<file path="config.mk">
export PLATFORM = sky130hd
export DESIGN_NAME = tdm_demux_two
export DESIGN_NICKNAME = d
export VERILOG_FILES = /design/src/rtl/tdm_demux_two.sv
export SDC_FILE = /design/constraint.sdc
export NUM_CORES = 1
export LEC_CHECK = 0
export BUFFER_PORTS_ARGS = -buffer_cell sky130_fd_sc_hd__buf_2
export CORE_UTILIZATION = 59
export DETAILED_ROUTE_END_ITERATION = 16
export PLACE_DENSITY = 0.91
export SETUP_SLACK_MARGIN = 0.3
export SLEW_MARGIN = 40
export SYNTH_ARGS = -nofsm -noshare
export SYNTH_HDL_FRONTEND = slang
export SYNTH_SLANG_ARGS = --single-unit
</file>
<file path="constraint.sdc">
create_clock -name clk -period 2.5 [get_ports clk]
set_input_delay 0.125 -clock clk [delete_from_list [all_inputs] [get_ports clk]]
set_output_delay 0.125 -clock clk [all_outputs]
set_load 0.05 [all_outputs]
</file>
<file path="src/rtl/tdm_demux_two.sv">
// Receive side of a two-channel TDM link: deserializes frames of word A then word B
// from one serial line and hands each word out on its own valid/ready port.
module tdm_demux_two #(
    parameter int WIDTH = 8
) (
    input  logic             clk,
    input  logic             rst,
    input  logic             ena,
    input  logic             ser_in,
    input  logic             frame,
    output logic [WIDTH-1:0] a_data,
    output logic             a_valid,
    input  logic             a_ready,
    output logic [WIDTH-1:0] b_data,
    output logic             b_valid,
    input  logic             b_ready,
    output logic             overrun,
    output logic             sync_err
);

    localparam int CW = $clog2(WIDTH + 1);
    localparam logic [CW-1:0] LAST = CW'(WIDTH - 1);
    localparam logic [CW-1:0] ONE  = CW'(1);

    typedef enum logic [1:0] {
        HUNT = 2'd0,
        RX_A = 2'd1,
        RX_B = 2'd2
    } state_t;

    state_t           state_r;
    logic [CW-1:0]    count_r;
    logic [WIDTH-2:0] shift_r;

    logic [WIDTH-1:0] word_s;
    logic             last_bit_s;
    logic             a_done_s;
    logic             b_done_s;
    logic             resync_s;
    logic             a_load_s;
    logic             b_load_s;

    // Completion and resync decode for the current strobe; word_s already includes this bit.
    always_comb begin
        word_s     = {shift_r, ser_in};
        last_bit_s = (count_r == LAST);
        a_done_s   = ena && !frame && (state_r == RX_A) && last_bit_s;
        b_done_s   = ena && !frame && (state_r == RX_B) && last_bit_s;
        resync_s   = ena && frame && (state_r != HUNT);
        a_load_s   = a_done_s && (!a_valid || a_ready);
        b_load_s   = b_done_s && (!b_valid || b_ready);
    end

    // Framing FSM, shift register and both output holding registers.
    always_ff @(posedge clk) begin
        if (rst) begin
            state_r  <= HUNT;
            count_r  <= '0;
            shift_r  <= '0;
            a_data   <= '0;
            a_valid  <= 1'b0;
            b_data   <= '0;
            b_valid  <= 1'b0;
            overrun  <= 1'b0;
            sync_err <= 1'b0;
        end else begin
            sync_err <= resync_s;
            overrun  <= (a_done_s && a_valid && !a_ready) ||
                        (b_done_s && b_valid && !b_ready);

            if (ena) begin
                case (state_r)
                    HUNT: begin
                        if (frame) begin
                            shift_r <= word_s[WIDTH-2:0];
                            count_r <= ONE;
                            state_r <= RX_A;
                        end else begin
                            state_r <= HUNT;
                        end
                    end
                    RX_A, RX_B: begin
                        shift_r <= word_s[WIDTH-2:0];
                        // A frame marker mid-word restarts reception on A[MSB].
                        if (frame) begin
                            count_r <= ONE;
                            state_r <= RX_A;
                        end else if (last_bit_s) begin
                            count_r <= '0;
                            state_r <= (state_r == RX_A) ? RX_B : HUNT;
                        end else begin
                            count_r <= count_r + ONE;
                        end
                    end
                    default: begin
                        count_r <= '0;
                        state_r <= HUNT;
                    end
                endcase
            end else begin
                state_r <= state_r;
            end

            if (a_load_s) begin
                a_data  <= word_s;
                a_valid <= 1'b1;
            end else if (a_valid && a_ready) begin
                a_valid <= 1'b0;
            end else begin
                a_valid <= a_valid;
            end

            if (b_load_s) begin
                b_data  <= word_s;
                b_valid <= 1'b1;
            end else if (b_valid && b_ready) begin
                b_valid <= 1'b0;
            end else begin
                b_valid <= b_valid;
            end
        end
    end

endmodule

</file>
# ---- Yosys cells after proc, flatten, opt, wreduce, memory -nomap -nowiden
# Index checks and enable logic that the tools add are counted.
dict set report word_totals {
  register_bits 33
  inputBits 7
  out_inout_bits 20
  elab_cells 62
}
dict set report classes {
  n_addsub 1
  n_eq_ne 5
  mux 15
  reduce_logical 32
}
# cell n
set op_table {}
lappend op_table {{$logic_and 1x1->1} 15}
lappend op_table {{$pmux 7 s2} 1}
lappend op_table {{$mux 4} 3}
lappend op_table {{$pmux 4 s2} 1}
lappend op_table {{$reduce_bool 2->1} 4}
lappend op_table {{$mux 7} 1}
lappend op_table {{$mux 2} 3}
lappend op_table {{$logic_not 1->1} 5}
lappend op_table {{$mux 1} 5}
lappend op_table {{$add 4x1->4 const B} 1}
lappend op_table {{$eq 4x3->1 const B} 1}
lappend op_table {{$pmux 2 s2} 1}
lappend op_table {{$reduce_and 2->1} 2}
lappend op_table {{$logic_or 1x1->1} 3}
lappend op_table {{$ne 3x3->1 const B} 1}
lappend op_table {{$reduce_and 3->1} 1}
lappend op_table {{$eq 2x1->1 const B} 1}
lappend op_table {{$eq 2x2->1 const B} 1}
lappend op_table {{$logic_not 2->1} 1}
lappend op_table {{$ne 2x2->1 const B} 1}
lappend op_table {{$reduce_or 2->1} 1}

# ---- Depth between registers and ports, before layout
dict set report logic_depth {
  ltp_word 7
  depth_mapped 7
  ltp_nobuf 5
}

# ---- Worst setup path before layout
# No wires, ideal clock.
dict set report synth_path {
  path_type {register to register}
  from {register state_r[0]}
  to {register shift_r[0]}
  setup_time_ps 70
  arrival_time_ps 1386
  required_ps 2430
  slack_ps 1044
  stages_incl_launch_ff 7
  path_buffers 1
  synth_period_minus_slack_ps 1456
  path_cell_list {dfxtp_1 inv_1 ha_1 nor2b_1 clkbuf_1 or4_1 a21oi_1}
}
dict set report synth_via {
  elab_chain_cells 4
  elab_cells_between_ends 8
  cone_classes {eq/ne: 3; mux: 1; reduce/logical: 4}
}
# element line
set synth_rtl {}
lappend synth_rtl {{start: declaration} 31} ;# state_t state_r;
lappend synth_rtl {{start signal: assignment} 90} ;# state_r <= (state_r == RX_A) ? RX_B : HUNT;
lappend synth_rtl {{start signal: assignment} 101} ;# state_r <= state_r;
lappend synth_rtl {{$eq 2x2->1 / $eq 2x1->1 (equally long branches)} 72} ;# case (state_r)
lappend synth_rtl {{$reduce_or 2->1} 72}
lappend synth_rtl {{$reduce_bool 2->1 (no line)} -}
lappend synth_rtl {{$reduce_and 3->1 (no line)} -}
lappend synth_rtl {{end signal: assignment} 75} ;# shift_r <= word_s[WIDTH-2:0];
lappend synth_rtl {{end signal: assignment} 83} ;# shift_r <= word_s[WIDTH-2:0];
lappend synth_rtl {{end: declaration} 33} ;# logic [WIDTH-2:0] shift_r;
# Several ways; a longest one is shown, not always the timed one.
# A chain may end at the register's enable or synchronous reset.

# ---- Worst setup path in the final report
dict set report layout_path {
  from {register count_r[0]}
  to {register a_data[1]}
}
dict set report layout_via {
  elab_chain_cells 3
}
# element line
set layout_rtl {}
lappend layout_rtl {{start: declaration} 32} ;# logic [CW-1:0] count_r;
lappend layout_rtl {{start signal: assignment} 92} ;# count_r <= count_r + ONE;
lappend layout_rtl {{$eq 4x3->1} 46} ;# last_bit_s = (count_r == LAST);
lappend layout_rtl {{$logic_and 1x1->1} 47} ;# a_done_s = ena && !frame && (state_r == RX_A) && last_bit_s;
lappend layout_rtl {{$logic_and 1x1->1} 50} ;# a_load_s = a_done_s && (!a_valid || a_ready);
lappend layout_rtl {{end signal: assignment} 105} ;# a_data <= word_s;
lappend layout_rtl {{end: declaration} 11} ;# output logic [WIDTH-1:0] a_data,
# Every way passes these cells.

==> flow_summary.yaml <==
final_layout:
  fin_util: 0.707
  num_antenna_cells: 0
  fin_nets: 214
  drive_above_1_share: 0.192
  area.growth.synth_to_final_pct: 9.68
setup_path:
  path_max_fanout: 10
  worst_path_largest_cell_delay_ps: 520
  required_ps: 2720
  cp_slowest_cell: "o41ai_1"
  critPathLaunchType: "flop"
  cp.arrival_ps: 2070
  critPathTopFamily: "compound AO/OA/AOI/OAI gates"
  end_kind: "flop"
  worst-setup-path-type: "flop to flop"
  path_buf_inv: 0
  ff2ff_setup_slack_ps: 650
  crit_chain: "ha_1 -> nand3b_1 -> o41ai_1 -> a21oi_1"
  r2r-start: "count_r[0]"
  critPathLaunch: "count_r[0]"
floorplanning:
  start_util: 0.644
  core_area_um2: 2570
  rows: 18
  fp.dieW_um: 55.0
  die_area_um2: 3020
  dieHeight_um: 55.0
  ioPinCount: 27
clock_tree:
  cts_buffer_depth: 2
  htree_levels: 2
  clkSinkCount: 33
  hold_buffers: 0
  postCtsResizedCells: 0
  postCtsSetupRepairBufs: 0
  path_clk_slew_ps: 110
  insertion_delay_ps: 350
  numCtsBuffers: 5
  cts_tree: "built"
  root_buffer: "clkbuf_4"
sta:
  worst_pin_slew_ps: 685
  min_period_ps: 1850
  finalCritPeriodShare: 0.740
  fmax_ghz: 0.540
  rsz0062_at_grt: "false"
  fin_tns_setup_ps: 0
  slew-limit-headroom: 0.544
  report.final.slew_viol_count: 0
  finalSetupViolations: 0
  finalHoldViolCount: 0
  fin_skew_ps: 8.87
worst_hold_path:
  hold_path.startpoint: "ser_in"
  hold_path_class: "primary input to flop"
logic_synthesis:
  synth_nets: 198
  yosysSeqAreaShare: 0.399
  synth_cells: 186
  syn_avg_cell_area_um2: 8.89
  synthDistinctLibCells: 31
  synth_area_um2: 1650
  yosys_warnings: 0
  synth_seq_cells: 33
routing:
  first_pass_iters: 5
  viasPerCell: 6.76
  post-route-drc-count: 0
  wirelength_mm: 4.12
  vias: 1576
  drtAntennaViolNets: 0
  wl_per_cell_um: 17.7
  drt_iter0_drc: 92
placed_design:
  dp_hpwl_mm: 2.70
  place.gp.congestion: 0.909
  port_buffers: 26
power_and_ir_drop:
  max-vdd-ir-drop_mv: 0.453
  leakage_nw: 0.662
  p_per_area_nw_per_um2: 527
global_route:
  grt_usage: 0.285
  grt_pass1_vias: 1253
  grt_first_pass_wirelength_mm: 5.95
  antenna_found_initial: 0
  grt.overflow.total: 0
  grt_max_degree: 37
flow_run:
  drv_cap: 0
run_status:
  outcome: "completed"
## cell usage after synthesis
master    number  area share
nand3_1        3      0.0091
nand4_1       18       0.068
buf_1          2      0.0045
a22oi_1        1      0.0045
and2b_1        1      0.0045
buf_4          2      0.0091
buf_6          2       0.014
dfxtp_1       33        0.40
inv_1         11       0.025
or4_1          7       0.032
nand4b_1       4       0.021
o21ai_0        5       0.015
nand3b_1       3       0.014
nor3b_1        1      0.0045
a21oi_1       28       0.085
and4b_1        3       0.018
o41ai_1       15       0.079
mux2i_1        1      0.0061
ha_1           5       0.038
nor2b_1        6       0.023
inv_2          1      0.0023
nor2_1         1      0.0023
o41ai_2        1      0.0098
o21ba_2        1      0.0061
o31ai_1        8       0.036
and3b_1        2       0.011
buf_2          2      0.0061
a31oi_1        2      0.0076
nor4_1         1      0.0038
clkbuf_1      12       0.027
nand2b_1       4       0.015
## where the power goes
group / total (mW) / internal [mW] / leakage (nW) / switching, mW
logic: 0.0689 / 0.0205 / 0.355 / 0.0484
registers: 0.535 / 0.530 / 0.266 / 0.00524
clock network: 0.351 / 0.163 / 0.0413 / 0.189
## logic make-up (layout without fill, tap and decap cells)
kind of cell,after synthesis,in the layout,synth area share
AOI/OAI and AO/OA,61,61,0.244
adders and majority gates,5,5,0.0378
buffers and inverters,32,48,0.0877
DFF,33,33,0.399
muxes,1,1,0.00605
and+or+nand+nor,54,55,0.225
## worst register-to-register path, stage by stage (launching register included)
cell and delay, ps:
dfxtp_1 410, ha_1 280, nand3b_1 380, o41ai_1 530, a21oi_1 120
## placed cells by master (no fill, tap or decap), drive strengths merged
cell type   n
ha          5
and3b       2
clkinv      1
nor2b       6
nand3       3
nor2        1
nand4b      4
buf        28
o21ba       1
nor4        1
nand2b      4
o21ai       5
nand4      18
a21oi      28
inv        12
clkbuf      7
or4         7
mux2i       1
a22oi       1
and4b       3
a31oi       2
nand3b      4
and2b       1
dfxtp      33
o31ai       8
nor3b       1
o41ai      16
## final cells by class
class | count | area (um^2)
sequential | 33 | 661
fill | 213 | 753
clock buffer | 7 | 65.1
timing repair buffer | 28 | 145
clock inverter | 1 | 5.00
inverter | 12 | 45.0
multi-input combinational | 122 | 856
tap | 30 | 37.5
## layer usage
metal / up-vias / wire length (um) / GRT usage
met5: - / 0 / 0
met4: 0 / 108 / 0.138
met3: 16 / 319 / 0.0601
met2: 84 / 1970 / 0.432
met1: 724 / 1720 / 0.382
li1: 752 / - / -
## metrics by stage
| step | setup slack [ps] | power (mW) | area, um^2 | instances | hold WS (ps) |
|---|---|---|---|---|---|
| floorplan | 1040 | 0.597 | 1650 | 186 | 275 |
| global placement | 645 | 0.608 | 1740 | 224 | 429 |
| detailed placement | 491 | 0.613 | 1740 | 224 | 436 |
| CTS | 472 | 0.949 | 1810 | 232 | 71.4 |
| global route | 558 | 0.980 | 1810 | 233 | 76.1 |
| finish | 650 | 0.955 | 1810 | 233 | 70.6 |
## final timing paths
kind          endpoint  cells after the start
max          a_data[1]                      4
max reg2reg  a_data[1]                      4
min          a_data[0]                      3
min reg2reg  a_data[5]                      2
## state kept, by name (all words and copies together) (netlist names)
register,cells
a_data,8
a_valid,1
b_data,8
b_valid,1
count_r,4
overrun,1
shift_r,7
state_r,2
sync_err,1
Power figures use the tool's default switching activity.
